## config.mk

```make
export PLATFORM = sky130hd
export DESIGN_NAME = im_loader
export DESIGN_NICKNAME = d
export VERILOG_FILES = /design/src/rtl/im_loader.sv
export SDC_FILE = /design/constraint.sdc
export NUM_CORES = 1
export LEC_CHECK = 0
export ABC_AREA = 1
export BUFFER_PORTS_ARGS = -buffer_cell sky130_fd_sc_hd__buf_2
export CAP_MARGIN = 15
export CORE_AREA = 2 2 121 123
export DETAILED_ROUTE_END_ITERATION = 6
export DIE_AREA = 0 0 123 125
export HOLD_SLACK_MARGIN = 0.03
export PLACE_DENSITY_LB_ADDON = 0.25
export SLEW_MARGIN = 20
export SYNTH_ARGS = -nofsm -noshare
export SYNTH_HDL_FRONTEND = slang
export SYNTH_SLANG_ARGS = --single-unit
```

## constraint.sdc

```tcl
create_clock -name clk -period 5.1 [get_ports clk]
set_input_delay 1.02 -clock clk [delete_from_list [all_inputs] [get_ports clk]]
set_output_delay 1.02 -clock clk [all_outputs]
set_load 0.02 [all_outputs]
```

## src/rtl/im_loader.sv

```systemverilog
// im_loader: writer side of the instruction memory.
// Takes a big-endian byte stream (16-bit word count, then 4-byte words, MSB
// first) from the UART receiver and writes the words into the instruction
// memory write port. The CPU is held in hold while a load runs.
module im_loader #(
    parameter int ADDR_W  = 10,
    parameter int TIMEOUT = 1000000
) (
    input  logic              clk,
    input  logic              rst_n,
    input  logic              start,
    input  logic              byte_valid,
    input  logic [7:0]        byte_data,
    output logic              im_we,
    output logic [ADDR_W-1:0] im_addr,
    output logic [31:0]       im_wdata,
    output logic              busy,
    output logic              done,
    output logic              err,
    output logic              cpu_hold
);

    // Counter wide enough to hold TIMEOUT; TIMEOUT of 0 or 1 still needs one bit.
    localparam int TW = (TIMEOUT < 2) ? 1 : $clog2(TIMEOUT + 1);

    typedef enum logic [2:0] {
        IDLE,
        LEN_HI,
        LEN_LO,
        DATA,
        DONE,
        ERR
    } state_t;

    state_t            state_reg;
    logic [15:0]       len_reg;
    logic [1:0]        byte_idx_reg;
    logic [ADDR_W-1:0] word_idx_reg;
    logic [31:0]       asm_reg;
    logic              pend_reg;
    logic [TW-1:0]     tmo_reg;

    logic              im_we_reg;
    logic [ADDR_W-1:0] im_addr_reg;
    logic [31:0]       im_wdata_reg;
    logic              busy_reg;
    logic              done_reg;
    logic              err_reg;
    logic              cpu_hold_reg;

    logic              tmo_hit;
    logic              last_word;
    logic [15:0]       len_full;
    logic              len_too_big;

    // Idle-cycle limit reached on this edge (disabled when TIMEOUT is 0).
    assign tmo_hit     = (TIMEOUT != 0) && ((32'(tmo_reg) + 32'd1) == 32'(TIMEOUT));
    // The pending word is the final one of the stream.
    assign last_word   = (32'(word_idx_reg) == (32'(len_reg) - 32'd1));
    // Complete word count as seen when the low length byte arrives.
    assign len_full    = {len_reg[15:8], byte_data};
    assign len_too_big = (32'(len_full) > (32'd1 << ADDR_W));

    // Loader state machine; every output is a register.
    always_ff @(posedge clk or negedge rst_n) begin
        if (!rst_n) begin
            state_reg    <= IDLE;
            len_reg      <= '0;
            byte_idx_reg <= '0;
            word_idx_reg <= '0;
            asm_reg      <= '0;
            pend_reg     <= 1'b0;
            tmo_reg      <= '0;
            im_we_reg    <= 1'b0;
            im_addr_reg  <= '0;
            im_wdata_reg <= '0;
            busy_reg     <= 1'b0;
            done_reg     <= 1'b0;
            err_reg      <= 1'b0;
            cpu_hold_reg <= 1'b0;
        end else begin
            im_we_reg <= 1'b0;
            case (state_reg)
                IDLE, DONE, ERR: begin
                    // Bytes arriving here (including alongside start) are dropped.
                    if (start) begin
                        state_reg    <= LEN_HI;
                        busy_reg     <= 1'b1;
                        cpu_hold_reg <= 1'b1;
                        done_reg     <= 1'b0;
                        err_reg      <= 1'b0;
                        im_addr_reg  <= '0;
                        len_reg      <= '0;
                        byte_idx_reg <= '0;
                        word_idx_reg <= '0;
                        pend_reg     <= 1'b0;
                        tmo_reg      <= '0;
                    end
                end

                LEN_HI: begin
                    if (byte_valid) begin
                        len_reg[15:8] <= byte_data;
                        tmo_reg       <= '0;
                        state_reg     <= LEN_LO;
                    end else if (tmo_hit) begin
                        state_reg    <= ERR;
                        err_reg      <= 1'b1;
                        busy_reg     <= 1'b0;
                        cpu_hold_reg <= 1'b0;
                    end else begin
                        tmo_reg <= tmo_reg + 1'b1;
                    end
                end

                LEN_LO: begin
                    if (byte_valid) begin
                        len_reg <= len_full;
                        tmo_reg <= '0;
                        if (len_full == 16'd0) begin
                            state_reg    <= DONE;
                            done_reg     <= 1'b1;
                            busy_reg     <= 1'b0;
                            cpu_hold_reg <= 1'b0;
                        end else if (len_too_big) begin
                            state_reg    <= ERR;
                            err_reg      <= 1'b1;
                            busy_reg     <= 1'b0;
                            cpu_hold_reg <= 1'b0;
                        end else begin
                            state_reg <= DATA;
                        end
                    end else if (tmo_hit) begin
                        state_reg    <= ERR;
                        err_reg      <= 1'b1;
                        busy_reg     <= 1'b0;
                        cpu_hold_reg <= 1'b0;
                    end else begin
                        tmo_reg <= tmo_reg + 1'b1;
                    end
                end

                DATA: begin
                    // A word assembled on the previous edge is written now.
                    if (pend_reg) begin
                        im_we_reg    <= 1'b1;
                        im_wdata_reg <= asm_reg;
                        im_addr_reg  <= word_idx_reg;
                        word_idx_reg <= word_idx_reg + 1'b1;
                        pend_reg     <= 1'b0;
                        if (last_word) begin
                            state_reg    <= DONE;
                            done_reg     <= 1'b1;
                            busy_reg     <= 1'b0;
                            cpu_hold_reg <= 1'b0;
                        end
                    end
                    // Byte intake continues alongside a write, except after the last one.
                    if (!(pend_reg && last_word)) begin
                        if (byte_valid) begin
                            asm_reg      <= {asm_reg[23:0], byte_data};
                            byte_idx_reg <= byte_idx_reg + 2'd1;
                            tmo_reg      <= '0;
                            if (byte_idx_reg == 2'd3) begin
                                pend_reg <= 1'b1;
                            end
                        end else if (tmo_hit) begin
                            state_reg    <= ERR;
                            err_reg      <= 1'b1;
                            busy_reg     <= 1'b0;
                            cpu_hold_reg <= 1'b0;
                            pend_reg     <= 1'b0;
                        end else begin
                            tmo_reg <= tmo_reg + 1'b1;
                        end
                    end
                end

                default: begin
                    state_reg <= IDLE;
                end
            endcase
        end
    end

    assign im_we    = im_we_reg;
    assign im_addr  = im_addr_reg;
    assign im_wdata = im_wdata_reg;
    assign busy     = busy_reg;
    assign done     = done_reg;
    assign err      = err_reg;
    assign cpu_hold = cpu_hold_reg;

endmodule

```

* After elaboration in Yosys (flattened, before gate mapping)
Cells that the tools add are included.
Word-level totals: register bits after elaboration 131, output and inout port bits 47, memory bits (read-only) 0, RAM bits 0, memories kept 0, latch bits 0
Operators by class: magnitude comparators 1, reductions and logical operators 22, $add $sub $neg 5, div/mod/pow operators 0, bitwise operators 2, equal/unequal tests 20, shifts and indexed selects 0, muxes and demuxes 71, multipliers 0
Operators with widths (number):
- two-way mux 20 bit | 4
- one-hot mux 20 bit (3 select lines) | 1
- one-hot mux 10 bit (2 select lines) | 2
- two-way mux 1 bit | 35
- two-way mux 3 bit | 11
- equality test 10 x 32 -> 1 bit | 1
- two-way mux 10 bit | 3
- one-hot mux 8 bit (3 select lines) | 1
- adder 20 x 1 -> 21 bit, second input constant | 1
- equality test 21 x 20 -> 1 bit, second input constant | 1
- adder 20 x 1 -> 20 bit, second input constant | 1
- != test 2 bit, second input constant | 9
- subtractor 16 x 1 -> 17 bit, second input constant | 1
- greater-than comparator 16 x 11 -> 1 bit, second input constant | 1
- zero test 16 bit | 1
- two-way mux 16 bit | 1
- two-way mux 8 bit | 2
- one-hot mux 8 bit (2 select lines) | 1
- one-hot mux 1 bit (4 select lines) | 3
- one-hot mux 3 bit (4 select lines) | 1
- AND reduction 3 bit | 4
- AND reduction 4 bit | 3
- adder 10 x 1 -> 10 bit, second input constant | 1
- equality test 3 x 2 -> 1 bit, second input constant | 2
- other kinds (21) | 30

* Depth between registers and ports, before layout
Gate-level depths: netlist of run 1.
depth after elaboration 8, depth in mapped cells 18, mapped depth without buffers 18

* Worst setup path before layout of run 1
OpenSTA, ideal clock, no wires.
path kind in2reg, start in byte_data[7], end reg busy_reg, in the netlist busy, setup time 0.072 ns, slack 3.036 ns, required time 5.028 ns, stages 11, buffers on the path 0, data arrival time 1.992 ns, cells stage by stage inv_1 > nand4_1 > nor2_1 > a31oi_1 > nor3_1 > nand2_1 > nand2_1 > nand2_1 > nand2_1 > o21ai_0 > nor2_1
On the way: longest elaborated chain between the ends 4
RTL lines:
- start: declaration | line 13 | input logic [7:0] byte_data,
- branches (longest 4 deep; another with greater-than comparator 16 x 11 -> 1 bit)
- end signal: assignment | line 88 | busy_reg <= 1'b1;
- end signal: assignment | line 123 | busy_reg <= 1'b0;
- end signal: assignment | line 128 | busy_reg <= 1'b0;
- end: declaration | line 46 | logic busy_reg;
Several ways; the timed one is not identified. A chain may end at the register's enable or synchronous reset.

* Worst setup path after layout of run 1
start reg len_reg[0], end reg byte_idx_reg[1]
On the way: longest elaborated chain between the ends 5
RTL lines:
- start: declaration | line 36 | logic [15:0] len_reg;
- start signal: assignment | line 118 | len_reg <= len_full;
- subtractor 16 x 1 -> 17 bit | line 59 | assign last_word = (32'(word_idx_reg) == (32'(len_reg) - 32'd1));
- equality test 10 x 32 -> 1 bit | line 59
- logical AND 1 bit | line 159 | if (!(pend_reg && last_word)) begin
- != test 2 bit (no source line)
- AND reduction 4 bit (no source line)
- end signal: assignment | line 162 | byte_idx_reg <= byte_idx_reg + 2'd1;
- end: declaration | line 37 | logic [1:0] byte_idx_reg;
No other way between the ends.

==> summary.txt, run 1 <==
Setup path
  • FF-to-FF setup slack: 2.03 ns
  • Worst R2R End: byte_idx_reg[1]$_DFFE_PN0P_
  • Worst Path Required: 5.42 ns
  • Critical Path Stages: 15
  • Worst setup endpoint: byte_idx_reg[1]$_DFFE_PN0P_
  • Bufs and invs on worst path: 2
  • RR Startpoint: len_reg[0]$_DFFE_PN0P_
  • CP delay by family, top: simple AND/OR/NAND/NOR gates
  • Worst r2r path cells: 15
  • Crit path capture type: flip-flop
  • Crit-path cells: inv_1 -> ha_1 -> nand3_2 -> nor2_4 -> nand3_1 -> nand2_1 -> nand2_1 -> nand3_1 -> nor2_1 -> nand3_1 -> nand2_2 -> inv_1 -> nand2_1 -> nand2_1 -> nand2_1
  • Worst-path maximum fanout: 24
  • Critical path startpoint category: flip-flop
  • Worst-path cell with the longest stage delay: inv_1
  • Critical path's largest stage delay: 0.66 ns
  • CP arrival: 3.39 ns
  • CP dominant cell by count: nand2_1
  • Crit path launch: len_reg[0]$_DFFE_PN0P_
  • CP Class: reg -> reg

Synthesis
  • Syn nets: 959
  • Synth Area per Inst: 7.37 um2
  • Mapped Cells: 943
  • Synth cell types: 35
  • Post-synthesis sequential area ratio: 0.472
  • Cell taking the most area after synthesis: dfrtp_1
  • Synth warn: 0
  • Yosys top cell area share: 0.472
  • Mapped cell area: 0.00695 mm2
  • Synthesized flop and latch total: 131
  • Synth area leaders: dfrtp_1, nand2_1, inv_1

CTS
  • CTS sink cnt: 131
  • H-tree depth: 4
  • CTS tree: yes
  • Clock Latency Late Sink: 0.42 ns
  • Hold_buf cts: 0
  • Setup bufs post-CTS: 0
  • Clock buffer count from CTS: 17
  • Root Buffer: clkbuf_16
  • Post_cts resized: 0
  • Max Root-Sink Buffers: 2
  • Worst-path clk slew: 0.06 ns

Global route
  • Met2 global-route usage: 0.379
  • Initial antenna violation count: 0
  • First-pass GRT wire length: 28,700 um
  • Met3 usage in global routing: 0.0557
  • GRT overflow: 0
  • Met1 track demand over resource: 0.310
  • Total GRT Usage: 0.237
  • Largest net degree at the start of global routing: 95
  • Vias in the first global route: 6,017
  • Global route hottest layer: met2

Placement
  • Final GP Congestion: 0.920
  • Detailed placement HPWL: 11,700 um
  • IO buf count: 58

Power and ir drop
  • Maximum VDD drop: 252 uV
  • Static Leak: 0.00418 uW
  • Tot Pwr: 3750 uW
  • Cell area power density: 472 mW/mm2

Floorplan
  • Row count: 44
  • Initial Utilization: 0.489
  • Die area: 0.0154 mm2
  • Chip width: 123 um
  • Io pins: 59
  • Die Y: 125 um
  • Core Region: 0.0142 mm2

Timing
  • Post-route setup TNS: 0 ns
  • Clock Skews: 0.00695 ns
  • Tcrit/Tclk final: 0.603
  • Final setup vio count: 0
  • Slew @ Worst Pin: 1.00 ns
  • Fin. Hold Viols: 0
  • Fin. max-slew vios: 0
  • RSZ-0062 raised after global routing: false
  • Fin crit period: 3.07 ns
  • Max frequency: 0.325 GHz
  • Slew HR: 0.326

Final layout
  • Area added between synthesis and finish: 14.1%
  • # diodes: 0
  • Share of layout cells above drive strength 1: 0.116
  • FILL cells: 1,377
  • Post-layout nets: 1,010

Run status
  • Outcome: finished, violations left
  • Failing checks: design-rule violations

Route
  • Drt pass-1 iters: 7
  • DR WL/cell: 14.2 um
  • Via Count: 6,147
  • Final antenna-violating net count: 0
  • Number of remaining DRC errors: 6
  • WL final: 16,900 um
  • DR iter-0 viols: 516
  • Vias per cell: 5.16

Hold path
  • Hold path start: im_wdata[25]$_DFFE_PN0P_
  • Worst Hold Class: reg -> reg
  • Worst Hold Path Cells: 2

Job
  • Max_cap viols: 0
==> cells in the mapped netlist (all sizes together) <==
master	instances
nand3	76
buf	15
and2	1
o31ai	8
nor3	11
nor3b	1
clkbuf	13
xor2	4
o22ai	7
nand4	13
a21oi	14
o21bai	20
ha	4
or2	3
a22o	1
dfrtp	131
inv	121
a21boi	1
nand2	289
nor2	113
o21ai	86
xnor2	3
o211ai	2
clkinv	4
a31oi	2
==> metal layers <==
| layer | wire length (um) | vias to the layer above |
|---|---|---|
| met5 | 0 | - |
| met1 | 7660 | 2858 |
| met4 | 373 | 0 |
| met3 | 706 | 30 |
| met2 | 8180 | 158 |
| li1 | - | 3101 |
==> worst min-delay path by stage <==
stage	endpoint	slack, ns
2_1_floorplan	im_wdata[24]$_DFFE_PN0P_	0.44
3_3_place_gp	im_wdata[27]$_DFFE_PN0P_	0.45
3_5_place_dp	im_wdata[24]$_DFFE_PN0P_	0.46
4_1_cts	im_wdata[24]$_DFFE_PN0P_	0.47
5_1_grt	im_wdata[24]$_DFFE_PN0P_	0.49
6_report	im_wdata[25]$_DFFE_PN0P_	0.47
==> through the flow <==
stage               area, um2   util  setup WS (ns)  hold WS (ns)  std cells
floorplan                6950      -           3.04         0.442        943
global placement         7330  0.516           2.10         0.450       1159
detailed placement       7330  0.516           1.98         0.459       1159
CTS                      7930  0.558           1.96         0.474       1191
global route             7930  0.558           1.69         0.493       1191
finish                   7930  0.558           2.03         0.471       1191
==> report_power, final <==
group          total, uW  internal, uW  switching (uW)
Combinational       1170           341             833
Sequential          1340          1220             128
Clock               1230           738             489
==> worst reg2reg max path, delay by kind of cell, from the launching register on <==
family,cells,cell delay [ns]
simple gates,12,1.55
fa+ha+maj,1,0.23
flops,1,0.38
buf+inv,2,0.80
==> cells by family (layout without fill, tap and decap cells) <==
| logic type | after synthesis | count (layout) | synth area share |
|---|---|---|---|
| and+or+nand+nor | 507 | 507 | 0.306 |
| buffers and inverters | 153 | 217 | 0.0907 |
| AOI/OAI and AO/OA | 141 | 141 | 0.115 |
| DFF | 131 | 131 | 0.472 |
| xor gates and xnor gates | 7 | 7 | 0.00882 |
| adders and majority gates | 4 | 4 | 0.00720 |
==> layout by cell type, fill, tap and decap left out, types with 2 or more instances in the layout <==
master and instances:
inv_6 4, o21bai_1 20, nor2_2 6, inv_1 119, nand2_1 282, nor2_1 103, clkbuf_16 17, o21ai_0 78
bufinv_16 2, o31ai_1 8, xor2_1 4, clkinv_1 4, clkinv_4 4, o21ai_1 8, or2_2 3, o22ai_1 7
dfrtp_1 131, nor2_4 4, clkinv_2 3, buf_4 2, xnor2_1 3, nor3_1 11, buf_2 57, nand4_1 13
inv_2 2, a31oi_1 2, o211ai_1 2, a21oi_1 14, nand2_2 7, ha_1 4, nand3_1 74
==> cell type report <==
| class | instances | area [um2] | share of cell area |
|---|---|---|---|
| Tap cell | 184 | 230 | 0.0290 |
| Inverter | 125 | 469 | 0.0591 |
| Sequential cell | 131 | 3280 | 0.413 |
| Timing Repair Buffer | 60 | 312 | 0.0393 |
| Clock buffer | 18 | 439 | 0.0554 |
| Clock inverter | 14 | 153 | 0.0192 |
| Multi-Input combinational cell | 659 | 3050 | 0.385 |
Note: power is estimated with default switching activity, not from simulation.
==> inputs of run 2 (changes only) <==
clock period = 2.6 ns   (was 5.1 ns; I/O delays follow)
==> run 2 against run 1 <==
Net effect: critical path type unchanged; non-clock buffer count is 21 higher; count of clock-buffer cells in the layout increased by 1; the run now ends clean; fmax rose by 29%.
==> summary.txt, run 2 (same netlist as run 1, synthesis figures left out) <==
Global route
  • GRT overflow: 0
  • Initial antenna violation count: 0
  • Total GRT Usage: 0.236
  • First-pass GRT wire length: 28,600 um
  • Largest net degree at the start of global routing: 67
  • Vias in the first global route: 5,877

Timing
  • Slew @ Worst Pin: 0.626 ns
  • Final setup vio count: 0
  • Fin. Hold Viols: 0
  • Tcrit/Tclk final: 0.918
  • Clock Skews: 0.00677 ns
  • Fin. max-slew vios: 0
  • Fin crit period: 2.39 ns
  • Max frequency: 0.419 GHz
  • Post-route setup TNS: 0 ns
  • Slew HR: 0.583

Setup path
  • Critical path's largest stage delay: 0.38 ns
  • Worst Path Required: 2.90 ns
  • Crit path launch: len_reg[0]$_DFFE_PN0P_
  • RR Startpoint: len_reg[0]$_DFFE_PN0P_
  • Bufs and invs on worst path: 3
  • Crit-path cells: inv_2 -> ha_2 -> nand3_2 -> nor2_4 -> nand4_1 -> nand2_1 -> nand3_1 -> nor2_1 -> nand3_2 -> nand2_4 -> clkinvlp_4 -> buf_4 -> nand3_1 -> nand2_1
  • CP delay by family, top: simple AND/OR/NAND/NOR gates
  • Worst-path maximum fanout: 8
  • CP arrival: 2.69 ns
  • Crit path capture type: flip-flop
  • CP Class: reg -> reg
  • Critical path startpoint category: flip-flop
  • Worst-path cell with the longest stage delay: dfrtp_1

CTS
  • CTS tree: yes
  • Worst-path clk slew: 0.06 ns
  • CTS sink cnt: 131
  • Clock buffer count from CTS: 17
  • Root Buffer: clkbuf_16
  • H-tree depth: 4
  • Max Root-Sink Buffers: 2
  • Clock Latency Late Sink: 0.42 ns

Power and ir drop
  • Maximum VDD drop: 594 uV
  • Static Leak: 0.00431 uW
  • Cell area power density: 922 mW/mm2
  • Tot Pwr: 7550 uW

Route
  • Via Count: 6,264
  • Final antenna-violating net count: 0
  • DR iter-0 viols: 453
  • WL final: 17,200 um
  • Drt pass-1 iters: 6
  • Number of remaining DRC errors: 0
  • DR WL/cell: 14.2 um
  • Vias per cell: 5.16

Placement
  • IO buf count: 58
  • Placed instance area: 0.00752 mm2
  • Final GP Congestion: 0.963
  • Detailed placement HPWL: 12,200 um

Final layout
  • Area added between synthesis and finish: 17.8%
  • Cell area after layout: 0.00819 mm2
  • # diodes: 0
  • Commonest non-fill, non-tap cells in the layout: nand2_1, dfrtp_1, inv_1
  • Most common cell after layout, fill and taps aside: nand2_1
  • Post-layout nets: 1,033
  • Share of layout cells above drive strength 1: 0.140
  • FILL cells: 1,341

Floorplan
  • Chip width: 123 um
  • Io pins: 59
  • Die area: 0.0154 mm2
  • Initial Utilization: 0.489
  • Core Region: 0.0142 mm2
  • Die Y: 125 um
  • Row count: 44

Job
  • Max_cap viols: 0

Run status
  • Outcome: finished clean

Hold path
  • Worst Hold Class: in -> async
-- run 2: cell types whose count changed in the layout (fill, tap and decap cells not counted), moves of 2 or more --
cell / before / now
buf_4: 2 / 18
buf_12: 0 / 4
clkinvlp_4: 1 / 4
inv_1: 119 / 117
inv_6: 4 / 2
nand2_2: 7 / 5
nand2_4: 0 / 2
-- run 2: per-stage QoR --
step	util	cells	worst slack (ns)	hold WS (ns)
final	0.576	1213	0.214	0.0882
after CTS	0.571	1208	0.0361	0.108
after global placement	0.529	1177	0.105	0.456
after floorplan	-	943	0.564	0.224
after detailed placement	0.529	1177	0.00284	0.456
after global routing	0.576	1213	-0.00119	0.142
-- run 2: what timing repair did --
item                                    in CTS  in global routing
endpoints found under the setup margin       1                 50
gates resized for setup                      1                 12
buffers inserted                             0                  3
gates cloned                                 0                  2
hold buffers                                 0                  0
pin swaps                                    0                  2
-- run 2: final cells by class --
type | count | area (um2) | share of cell area
well taps | 184 | 230 | 0.0281
repair buffers | 81 | 527 | 0.0643
inverters | 125 | 473 | 0.0578
repair inverters | 2 | 15.0 | 0.00183
flip-flops and latches | 131 | 3280 | 0.400
clock buffers | 19 | 453 | 0.0553
multi-input cells | 659 | 3080 | 0.376
clock inverters | 12 | 131 | 0.0160
-- run 2: path summary, 6_finish.rpt --
kind,endpoint,slack (ns),depth (start not counted)
max in group asynchronous,word_idx_reg[9]$_DFFE_PN0P_,1.87,2
min,im_wdata[28]$_DFFE_PN0P_,0.09,1
min in group clk,len_reg[11]$_DFFE_PN0P_,0.34,3
max reg2reg,tmo_reg[14]$_DFFE_PN0P_,0.21,14
max,tmo_reg[14]$_DFFE_PN0P_,0.21,14
min reg2reg,im_wdata[25]$_DFFE_PN0P_,0.47,2
-- run 2: routing by layer --
metal / vias up / GRT usage / routed length (um)
met3: 43 / 0.0511 / 646
met5: - / 0 / 0
met2: 138 / 0.366 / 8100
li1: 3159 / - / -
met4: 0 / 0.0876 / 512
met1: 2924 / 0.324 / 7970
-- run 2: power breakdown --
part           leakage, uW  switching [uW]  internal [uW]
Sequential         0.00178             238           2380
Combinational      0.00224            1720            827
Clock             0.000289             917           1460
Total              0.00431            2880           4670
==> inputs of run 3 (changes only) <==
clock period = 2.7 ns   (was 2.6 ns; I/O delays follow)
==> run 3 against run 2 <==
Net effect: first-iteration DRC count is 11% higher; register-to-register slack barely moved; clock power fell by 3%; clock skew increased by 0.0012 ns; non-clock buffer count decreased by 6; flip-flop and latch count unchanged; power is 3.9% lower; setup slack got worse by 0.0057 ns; utilization decreased by 0.47 points; critical path type unchanged; largest power group unchanged; highest routed layer unchanged.
==> summary.txt, run 3 (same netlist as run 1, synthesis figures left out) <==
Global route
  • Largest net degree at the start of global routing: 66
  • Met3 usage in global routing: 0.0470
  • GRT overflow: 0
  • Total GRT Usage: 0.237
  • Global route hottest layer: met2
  • First-pass GRT wire length: 28,900 um
  • Vias in the first global route: 6,009
  • Initial antenna violation count: 0
  • Met1 track demand over resource: 0.320
  • Met2 global-route usage: 0.383

CTS
  • Clock Latency Late Sink: 0.43 ns
  • Root Buffer: clkbuf_16
  • CTS sink cnt: 131
  • Max Root-Sink Buffers: 2
  • Clock buffer count from CTS: 17
  • Worst-path clk slew: 0.06 ns
  • H-tree depth: 4
  • CTS tree: yes

Power and ir drop
  • Cell area power density: 893 mW/mm2
  • Static Leak: 0.00426 uW
  • Maximum VDD drop: 523 uV

Route
  • Number of remaining DRC errors: 0
  • Drt pass-1 iters: 5
  • DR iter-0 viols: 501
  • Via Count: 6,210
  • DR WL/cell: 14.3 um
  • Final antenna-violating net count: 0
  • Vias per cell: 5.14
  • WL final: 17,300 um

Floorplan
  • Chip width: 123 um
  • Initial Utilization: 0.489
  • Die Y: 125 um
  • Core Region: 0.0142 mm2
  • Row count: 44
  • Io pins: 59
  • Die area: 0.0154 mm2

Job
  • Max_cap viols: 0

Final layout
  • Share of layout cells above drive strength 1: 0.135
  • Cell area after layout: 0.00812 mm2
  • Most common cell after layout, fill and taps aside: nand2_1
  • Area of the multi-input gates: 0.00306 mm2
  • Commonest non-fill, non-tap cells in the layout: nand2_1, dfrtp_1, inv_1
  • Reg area: 0.00328 mm2
  • Post-layout nets: 1,028
  • FILL cells: 1,385
  • # diodes: 0
  • Area added between synthesis and finish: 16.8%

Run status
  • Outcome: finished clean

Setup path
  • CP Class: reg -> reg
  • RR Startpoint: len_reg[0]$_DFFE_PN0P_
  • CP arrival: 2.80 ns
  • Critical path startpoint category: flip-flop
  • Crit path capture type: flip-flop
  • Worst-path maximum fanout: 6
  • Worst Path Required: 3.01 ns
  • Crit path launch: len_reg[0]$_DFFE_PN0P_

Placement
  • Placed instance area: 0.00746 mm2
  • Detailed placement HPWL: 12,100 um
  • IO buf count: 58
  • Final GP Congestion: 0.963

Timing
  • Tcrit/Tclk final: 0.923
  • Slew @ Worst Pin: 0.554 ns
  • Post-route setup TNS: 0 ns
  • Fin. max-slew vios: 0
  • Slew HR: 0.630
  • RSZ-0062 raised after global routing: false
  • Fin crit period: 2.49 ns
  • Max frequency: 0.401 GHz
  • Clock Skews: 0.00794 ns
  • Final setup vio count: 0
  • Fin. Hold Viols: 0

Hold path
  • Worst Hold Class: in -> reg
  • Hold path start: byte_data[0]
==> run 3: changes by cell type in the layout (fill, tap and decap cells not counted), sizes merged, moves of 2 or more <==
cell and change:
buf -7, inv +6, clkbuf -2, clkinv -2
==> run 3: metal layers <==
layer | up-vias | share of wire
met5 | - | 0
met4 | 0 | 0.015
met3 | 25 | 0.038
met2 | 139 | 0.49
met1 | 2907 | 0.45
li1 | 3139 | -
==> run 3: final timing paths <==
path | to | slack, ns | cells past startpoint
max | tmo_reg[4]$_DFFE_PN0P_ | 0.21 | 14
min | len_reg[8]$_DFFE_PN0P_ | 0.36 | 3
max reg2reg | tmo_reg[4]$_DFFE_PN0P_ | 0.21 | 14
min reg2reg | im_wdata[24]$_DFFE_PN0P_ | 0.47 | 2
max in group asynchronous | im_wdata[1]$_DFFE_PN0P_ | 1.47 | 3
min in group asynchronous | im_wdata[19]$_DFFE_PN0P_ | 0.58 | 2
==> run 3: final cells by class <==
class | instances | share of cell area
clock buffer | 17 | 0.0524
sequential | 131 | 0.404
inverter | 125 | 0.0582
multi-input combinational | 659 | 0.377
clock inverter | 15 | 0.0206
timing repair inverter | 3 | 0.00277
timing repair buffer | 75 | 0.0565
tap | 184 | 0.0284
==> run 3: power by group <==
part | total (uW) | leakage (uW) | internal [uW] | switching, uW
logic | 2420 | 0.00219 | 767 | 1650
clock network | 2310 | 0.000289 | 1310 | 997
registers | 2520 | 0.00178 | 2290 | 227
==> run 3: what timing repair did <==
item	in CTS	in global routing
setup buffers	0	1
gates resized for setup	0	11
hold buffers	1	0
endpoints found under the setup margin	0	22
endpoints found under the hold margin	32	0
==> run 3: metrics by stage <==
| stage | utilization | setup WS (ns) | hold WS [ns] | total power (uW) | instances |
|---|---|---|---|---|---|
| after floorplan | - | 0.664 | 0.244 | 4230 | 943 |
| final | 0.572 | 0.208 | 0.360 | 7250 | 1209 |
| after global routing | 0.572 | 0.00853 | 0.388 | 7770 | 1209 |
| after detailed placement | 0.525 | 0.138 | 0.460 | 4860 | 1172 |
| after CTS | 0.567 | 0.142 | 0.353 | 7180 | 1205 |
| after global placement | 0.525 | 0.192 | 0.450 | 4840 | 1172 |
==> run 3: worst max-delay path: stages, from the launching register on <==
cell        delay, ns
dfrtp_1          0.37
inv_1            0.12
ha_1             0.22
nand3_2          0.14
nor2_4           0.17
buf_4            0.14
nand4_1          0.08
nand2_1          0.10
nand3_1          0.08
nor2_1           0.19
nand3_2          0.13
nand2_4          0.18
clkinvlp_4       0.23
nand3_1          0.15
nand2_1          0.06
